## src/rtl/countdown_pkg.sv

```systemverilog
// Shared state encoding and parameter defaults for the countdown timer.
// Imported by the timer top and its prescaler.
package countdown_pkg;

    localparam int DEF_WIDTH      = 8;
    localparam int DEF_PRESCALE_W = 4;

    typedef enum logic [1:0] {
        IDLE = 2'd0,
        RUN  = 2'd1,
        HOLD = 2'd2
    } state_t;

endpackage

```

## src/rtl/countdown_timer_tick_gen.sv

```systemverilog
// Prescaler: tick is combinational, high on the enabled cycle where the count equals prescale.
// Holds its count while en is low; clr returns it to zero. No backpressure.
module tick_gen
    import countdown_pkg::*;
#(
    parameter int PRESCALE_W = DEF_PRESCALE_W
) (
    input  logic                  clk,
    input  logic                  rst_n,
    input  logic                  en,
    input  logic                  clr,
    input  logic [PRESCALE_W-1:0] prescale,
    output logic                  tick
);

    logic [PRESCALE_W-1:0] presc;

    assign tick = en & (presc == prescale);

    always_ff @(posedge clk or negedge rst_n) begin
        if (!rst_n) begin
            presc <= '0;
        end else if (clr) begin
            presc <= '0;
        end else if (en) begin
            presc <= tick ? '0 : presc + PRESCALE_W'(1);
        end
    end

endmodule

```

## src/rtl/countdown_timer.sv

```systemverilog
// Loadable down-counter: first expired pulse one cycle after edge load_val*(prescale+1) from accept.
// Start accepted only when idle and not aborting; pause freezes counting, abort cancels silently.
module countdown_timer
    import countdown_pkg::*;
#(
    parameter int WIDTH      = DEF_WIDTH,
    parameter int PRESCALE_W = DEF_PRESCALE_W
) (
    input  logic                  clk,
    input  logic                  rst_n,
    input  logic                  start_valid,
    output logic                  start_ready,
    input  logic [WIDTH-1:0]      load_val,
    input  logic                  reload_en,
    input  logic [PRESCALE_W-1:0] prescale,
    input  logic                  pause,
    input  logic                  abort,
    output logic [WIDTH-1:0]      cnt,
    output logic                  busy,
    output logic                  expired
);

    state_t                state;
    logic [WIDTH-1:0]      reload_val;
    logic                  reload_q;
    logic [PRESCALE_W-1:0] prescale_q;
    logic                  accept;
    logic                  count_en;
    logic                  tick;

    assign start_ready = (state == IDLE) & ~abort;
    assign accept      = start_valid & start_ready;
    // Counting is frozen for exactly as long as pause is high, so the edge that
    // leaves HOLD already advances; a tick can therefore never coincide with pause.
    assign count_en    = (state != IDLE) & ~pause;

    tick_gen #(
        .PRESCALE_W (PRESCALE_W)
    ) u_tick_gen (
        .clk      (clk),
        .rst_n    (rst_n),
        .en       (count_en),
        .clr      (abort | accept),
        .prescale (prescale_q),
        .tick     (tick)
    );

    always_ff @(posedge clk or negedge rst_n) begin
        if (!rst_n) begin
            state      <= IDLE;
            cnt        <= '0;
            busy       <= 1'b0;
            expired    <= 1'b0;
            reload_val <= '0;
            reload_q   <= 1'b0;
            prescale_q <= '0;
        end else begin
            expired <= 1'b0;
            if (abort) begin
                state <= IDLE;
                cnt   <= '0;
                busy  <= 1'b0;
            end else begin
                case (state)
                    IDLE: begin
                        if (accept) begin
                            reload_val <= load_val;
                            reload_q   <= reload_en;
                            prescale_q <= prescale;
                            // A zero load expires immediately and never enters RUN.
                            if (load_val == '0) begin
                                expired <= 1'b1;
                                cnt     <= '0;
                            end else begin
                                cnt   <= load_val;
                                state <= RUN;
                                busy  <= 1'b1;
                            end
                        end
                    end
                    RUN, HOLD: begin
                        state <= pause ? HOLD : RUN;
                        if (tick) begin
                            if (cnt > WIDTH'(1)) begin
                                cnt <= cnt - WIDTH'(1);
                            end else begin
                                expired <= 1'b1;
                                if (reload_q) begin
                                    cnt <= reload_val;
                                end else begin
                                    cnt   <= '0;
                                    state <= IDLE;
                                    busy  <= 1'b0;
                                end
                            end
                        end
                    end
                    default: begin
                        state <= IDLE;
                        cnt   <= '0;
                        busy  <= 1'b0;
                    end
                endcase
            end
        end
    end

endmodule

```

## config.mk

```make
export PLATFORM = sky130hd
export DESIGN_NAME = countdown_timer
export DESIGN_NICKNAME = d
export VERILOG_FILES = /design/src/rtl/countdown_pkg.sv /design/src/rtl/countdown_timer_tick_gen.sv /design/src/rtl/countdown_timer.sv
export SDC_FILE = /design/constraint.sdc
export NUM_CORES = 1
export LEC_CHECK = 0
export CAP_MARGIN = 0
export CORE_MARGIN = 8
export CORE_UTILIZATION = 47
export DETAILED_ROUTE_END_ITERATION = 7
export PLACE_DENSITY = 0.76
export SKIP_CTS_REPAIR_TIMING = 1
export SYNTH_ARGS = -nofsm -noshare
export SYNTH_HDL_FRONTEND = slang
export SYNTH_SLANG_ARGS = --single-unit
```

## constraint.sdc

```tcl
create_clock -name clk -period 1.6 [get_ports clk]
set_input_delay 0.24 -clock clk [delete_from_list [all_inputs] [get_ports clk]]
set_output_delay 0.24 -clock clk [all_outputs]
set_load 0.02 [all_outputs]
```

After elaboration in Yosys (flattened, before gate mapping)
Cells that the tools add are included.

Register bits: 29. Input port bits: 18. Output and inout bits: 11. Logic and storage cells: 66.

Add/subtract/negate cells: 2. Magnitude comparators: 1. Equality and inequality tests: 8. Mux-type cells: 31. Bitwise gates (word level): 7. Reduce and logical (&&, ||, !) cells: 9.

Operator list (count): 8-bit two-way mux (6); 8-bit case mux with 2 select lines (1); 2-bit two-way mux (7); 4-bit two-way mux (3); 3-bit inequality test (second input constant) (4); 1-bit two-way mux (11); 8-bit by 1-bit > comparator with 1-bit output (second input constant) (1); 8-bit logical NOT (1); 8-bit by 1-bit subtractor with 8-bit output (second input constant) (1); 5-bit AND reduction (1); 4-bit by 1-bit adder with 4-bit output (second input constant) (1); 1-bit bitwise AND (4); 4-bit equality test (1); 1-bit case mux with 2 select lines (2); 2-bit case mux with 2 select lines (1); 2-bit AND reduction (2); 2-bit nonzero test (2); 3-bit by 2-bit inequality test with 1-bit output (second input constant) (1); 3-bit AND reduction (1); 2-bit by 1-bit equality test with 1-bit output (second input constant) (1); 2-bit equality test (second input constant) (1); 2-bit logical NOT (1); 1-bit NOT (2); 2-bit OR reduction (1); 1-bit OR (1).

Depth between registers and ports, before layout
Word-level depth: 6. Depth in mapped cells: 8.

Modules after synthesis
From an unflattened synthesis, not the netlist that was laid out.

Cells, all modules: 184. Area total of the unflattened synthesis: 1791.7 um^2.

By module, submodules not included: countdown_timer (instances 1, cells each 158, area each 1521.5 um^2); tick_gen (instances 1, cells each 26, area each 270.3 um^2).

Least setup slack after synthesis
No wires, ideal clock.

Kind: register to register. Start point: register state[0]. End point: register cnt[0]. Arrival: 1774 ps. Slack: -295 ps. Cell stages (with the launch flop): 9. Buffers on the path: 1. Cell sequence: dfrtp_1 -> inv_1 -> ha_1 -> nor2b_1 -> a21oi_1 -> a21oi_2 -> or3_1 -> buf_6 -> o21ai_1.

Word-level cells in the longest chain between the ends: 5. Elaborated cells on any way between the ends: 14. Those cells by class: 4 x eq/ne; 2 x mux; 4 x bitwise; 4 x reduce/logical.

Ends and longest elaborated chain: from (decl) (RTL line countdown_timer.sv:23) `state_t state;`; from (signal assigned) (RTL line countdown_timer.sv:82) `state <= pause ? HOLD : RUN;`; 2-bit logical NOT (RTL line countdown_timer.sv:31) `assign start_ready = (state == IDLE) & ~abort;`; 1-bit bitwise AND (RTL line countdown_timer.sv:31); via start_ready (RTL line countdown_timer.sv:12) `output logic start_ready,`; 1-bit bitwise AND (RTL line countdown_timer.sv:32) `assign accept = start_valid & start_ready;`; 3-bit inequality test (no line); 2-bit AND reduction (no line); to (signal assigned) (RTL line countdown_timer.sv:75) `cnt <= load_val;`; to (signal assigned) (RTL line countdown_timer.sv:85) `cnt <= cnt - WIDTH'(1);`; to (signal assigned) (RTL line countdown_timer.sv:89) `cnt <= reload_val;`; to (decl) (RTL line countdown_timer.sv:18) `output logic [WIDTH-1:0] cnt,`.

The timed path passes the listed nets, and every way through them passes these cells. A chain may end at the register's enable or synchronous reset.

Final worst setup path
Start point: register cnt[0]. End point: register cnt[4].

Word-level cells in the longest chain between the ends: 5. Elaborated cells on any way between the ends: 6. Those cells by class: 1 x add/sub; 1 x order compare; 4 x mux.

Ends and longest elaborated chain: 8-bit by 1-bit subtractor with 8-bit output / 8-bit by 1-bit > comparator with 1-bit output (equally long branches) (RTL line countdown_timer.sv:85, countdown_timer.sv:84); 8-bit two-way mux * (RTL line countdown_timer.sv:84) `if (cnt > WIDTH'(1)) begin`; 8-bit two-way mux * (RTL line countdown_timer.sv:83) `if (tick) begin`; 8-bit case mux with 2 select lines * (RTL line countdown_timer.sv:64) `case (state)`; 8-bit two-way mux * (RTL line countdown_timer.sv:59) `if (abort) begin`.

Every way passes the cells marked *; elsewhere a longest branch is shown, timed or not. The select of a mux whose other input is x is not followed.

==> impl_metrics.py <==
metrics = {
    "outcome": {
        "status": "finished with violations",
        "violations": "setup timing",
    },
    "die": {
        "pin_count": 29,
        "core_area_um2": 3390,
        "start_util_pct": 49.7,
        "die_x_um": 75.9,
        "die_area_um2": 5750,
        "fp.dieH_um": 75.9,
        "num_rows": 21,
    },
    "synth": {
        "yosysTopAreaCell": "dfrtp_1",
        "synth_area_per_cell_um2": 9.85,
        "synth-main-ff-cell": "dfrtp_1",
        "yosysMostFrequentCell": "dfrtp_1",
        "synth_top_area_share_pct": 43.1,
        "ys_seq_area_share_pct": 43.1,
        "synth_common_cells": "29 x dfrtp_1, 25 x nand2_1, 13 x mux2_2",
        "synth_edf_count": 0,
        "synth.distinct_cells": 43,
        "synth_warnings": 0,
        "syn_inst": 171,
        "syn_nets": 194,
        "yosys-top-cells-area": "dfrtp_1 43%, mux2_2 8.7%, nand2_1 5.6%, ha_1 3.7%, mux2i_1 3.6%",
        "ys_async_sr_fraction_pct": 100,
        "syn_area_um2": 1680,
        "ys_seq_elements": 29,
    },
    "detailed_routing": {
        "via_count": 1715,
        "avgViaCountPerCell": 5.72,
        "final_antenna_net_count": 0,
        "wl_mm": 5.65,
        "wl_per_cell_um": 18.8,
        "drt-pass1-iter-count": 4,
        "route.detailed.drc": 0,
        "drtIter0Drc": 106,
    },
    "critical_path": {
        "end_kind": "register",
        "reg2reg_from": "cnt[0]",
        "crit_chain": "inv_2 -> ha_4 -> nor2_4 -> and3b_2 -> buf_4 -> mux2i_1 -> a22oi_1 -> o21ai_1",
        "r2r_slack_ps": -110,
        "crit_fanout": 5,
        "crit_required_ps": 1870,
        "cpPeakStageDelay_ps": 470,
        "arrival_ps": 1980,
        "crit_path_start_kind": "register",
        "r2r_cells": 8,
        "timing_worst_setup_path_type": "reg2reg",
        "slowest_stage": "dfrtp_2",
        "r2r-end": "cnt[4]",
    },
    "clock_tree": {
        "clock_path_buffers": 2,
        "cts.sinks": 29,
        "cts_buffers": 5,
        "htreeDepth": 2,
        "cts_tree": "done",
        "clock-root-buffer": "clkbuf_4",
        "clk_pin_slew_ps": 100,
        "clock_latency_ps": 350,
    },
    "min_path": {
        "hp-class": "in2async",
    },
    "timing": {
        "layout_setup_ws_ps": -113,
        "finalSetupTns_ps": -845,
        "period_share_pct": 107,
        "finalSetupViolations": 10,
        "tightestPinTransition_ps": 451,
        "skew_ps": 19.1,
        "max_clock_freq_ghz": 0.584,
        "period_needed_ps": 1710,
        "slew_violations": 0,
        "hold_violations": 0,
        "maxSlewHeadroom_pct": 69.8,
        "rsz0062_at_grt": "yes",
    },
    "final_layout": {
        "instances_no_fill": 300,
        "nFillCells": 199,
        "syn_to_final_growth_pct": 62.1,
        "final_layout_size_suffix_gt1_share_pct": 45.3,
        "num-nets-final": 276,
        "diodes": 0,
    },
    "global_route": {
        "antenna_found_initial": 0,
        "grt_pass1_wl_mm": 8.22,
        "gr-usage-all-layers_pct": 19.6,
        "grt_pass1_vias": 1861,
        "grt_start_max_net_pins": 15,
        "gr-total-overflow": 0,
    },
    "place": {
        "numPortBuffers": 28,
        "dp_cells": 287,
        "gp_congestion": 0.898,
        "hpwl_mm": 3.89,
    },
    "power": {
        "power_density_nw_per_um2": 1920,
        "vdd_drop_max_uv": 859,
        "power_leakage_nw": 1.29,
    },
    "run": {
        "drv_cap": 0,
    },
}
where the power goes:
part / switching [W] / internal [W] / total (W)
clock network: 0.000263 / 0.000175 / 0.000438
logic: 0.00172 / 0.00185 / 0.00357
registers: 0.000219 / 0.00101 / 0.00123
total: 0.00220 / 0.00304 / 0.00524
cells by family (layout without fill, tap and decap cells):
logic type / after synthesis / count (layout) / synth area share [%]
buffers and inverters: 14 / 97 / 3.71
flip-flops: 29 / 29 / 43.1
AND/OR/NAND/NOR: 57 / 57 / 16.8
multiplexers: 19 / 19 / 12.3
XOR/XNOR: 8 / 8 / 4.16
AO/OA/AOI/OAI: 39 / 39 / 16.3
adder cells (fa/ha/maj): 5 / 5 / 3.71
worst max-delay path, delay by kind of cell, from the launching register on:
| kind | cells | cell delay [ps] |
|---|---|---|
| buf+inv | 2 | 230 |
| mux | 1 | 170 |
| simple gates | 2 | 370 |
| flops | 1 | 470 |
| fa+ha+maj | 1 | 160 |
| compound gates | 2 | 230 |
worst max-delay path by stage:
stage | start | slack [ps] | to
2_1_floorplan | state[1] | -80 | cnt[0]
3_3_place_gp | load_val[0] | -380 | busy
3_5_place_dp | load_val[4] | -440 | busy
4_1_cts | state[1] | -430 | start_ready
5_1_grt | cnt[0] | -200 | cnt[4]
6_report | cnt[0] | -110 | cnt[4]
registers in the layout (all words and copies together) (netlist names):
signal	count
busy	1
cnt	8
expired	1
prescale_q	4
reload_q	1
reload_val	8
state	2
u_tick_gen.presc	4
layout make-up:
class	instances	area [µm²]	area share, %
Multi-Input combinational cell	128	1130	41.2
Timing Repair Buffer	82	743	27.2
Sequential cell	29	728	26.7
Tap cell	46	57.6	2.11
Clock buffer	8	48.8	1.79
Inverter	7	26.3	0.962
placed cells by master, fill, tap and decap left out, types with 3 or more instances in the layout:
master	instances
nor4_2	3
clkbuf_1	3
xor2_2	3
mux2i_1	6
o21ai_2	4
a21oi_1	5
mux2_2	13
clkbuf_4	5
nor2_1	7
dfrtp_1	27
xnor2_1	3
inv_2	5
o21ai_1	6
a22oi_1	5
buf_4	49
dlymetal6s2s_1	8
nand2_1	23
buf_6	4
nand3_1	5
clkdlybuf4s50_1	19
ha_4	3
per-layer routing:
| metal | vias to the layer above | global-route usage (%) | part of all wire, % |
|---|---|---|---|
| met5 | - | 0 | 0 |
| met4 | 0 | 11.1 | 3.9 |
| met3 | 24 | 6.32 | 7.1 |
| met2 | 72 | 33.7 | 53 |
| met1 | 839 | 20.5 | 36 |
| li1 | 780 | - | - |
through the flow:
step / hold WS (ps) / area [µm²] / util (%) / total power (W) / setup slack, ps
global route: 230 / 2730 / 80.5 / 0.00551 / -202
detailed placement: 497 / 2430 / 71.8 / 0.00423 / -442
floorplan: -55.6 / 1760 / - / 0.00292 / -81.1
global placement: 487 / 2430 / 71.8 / 0.00408 / -383
CTS: 230 / 2480 / 73.2 / 0.00467 / -425
finish: 188 / 2730 / 80.5 / 0.00524 / -113
(Power assumes the default switching activity.)
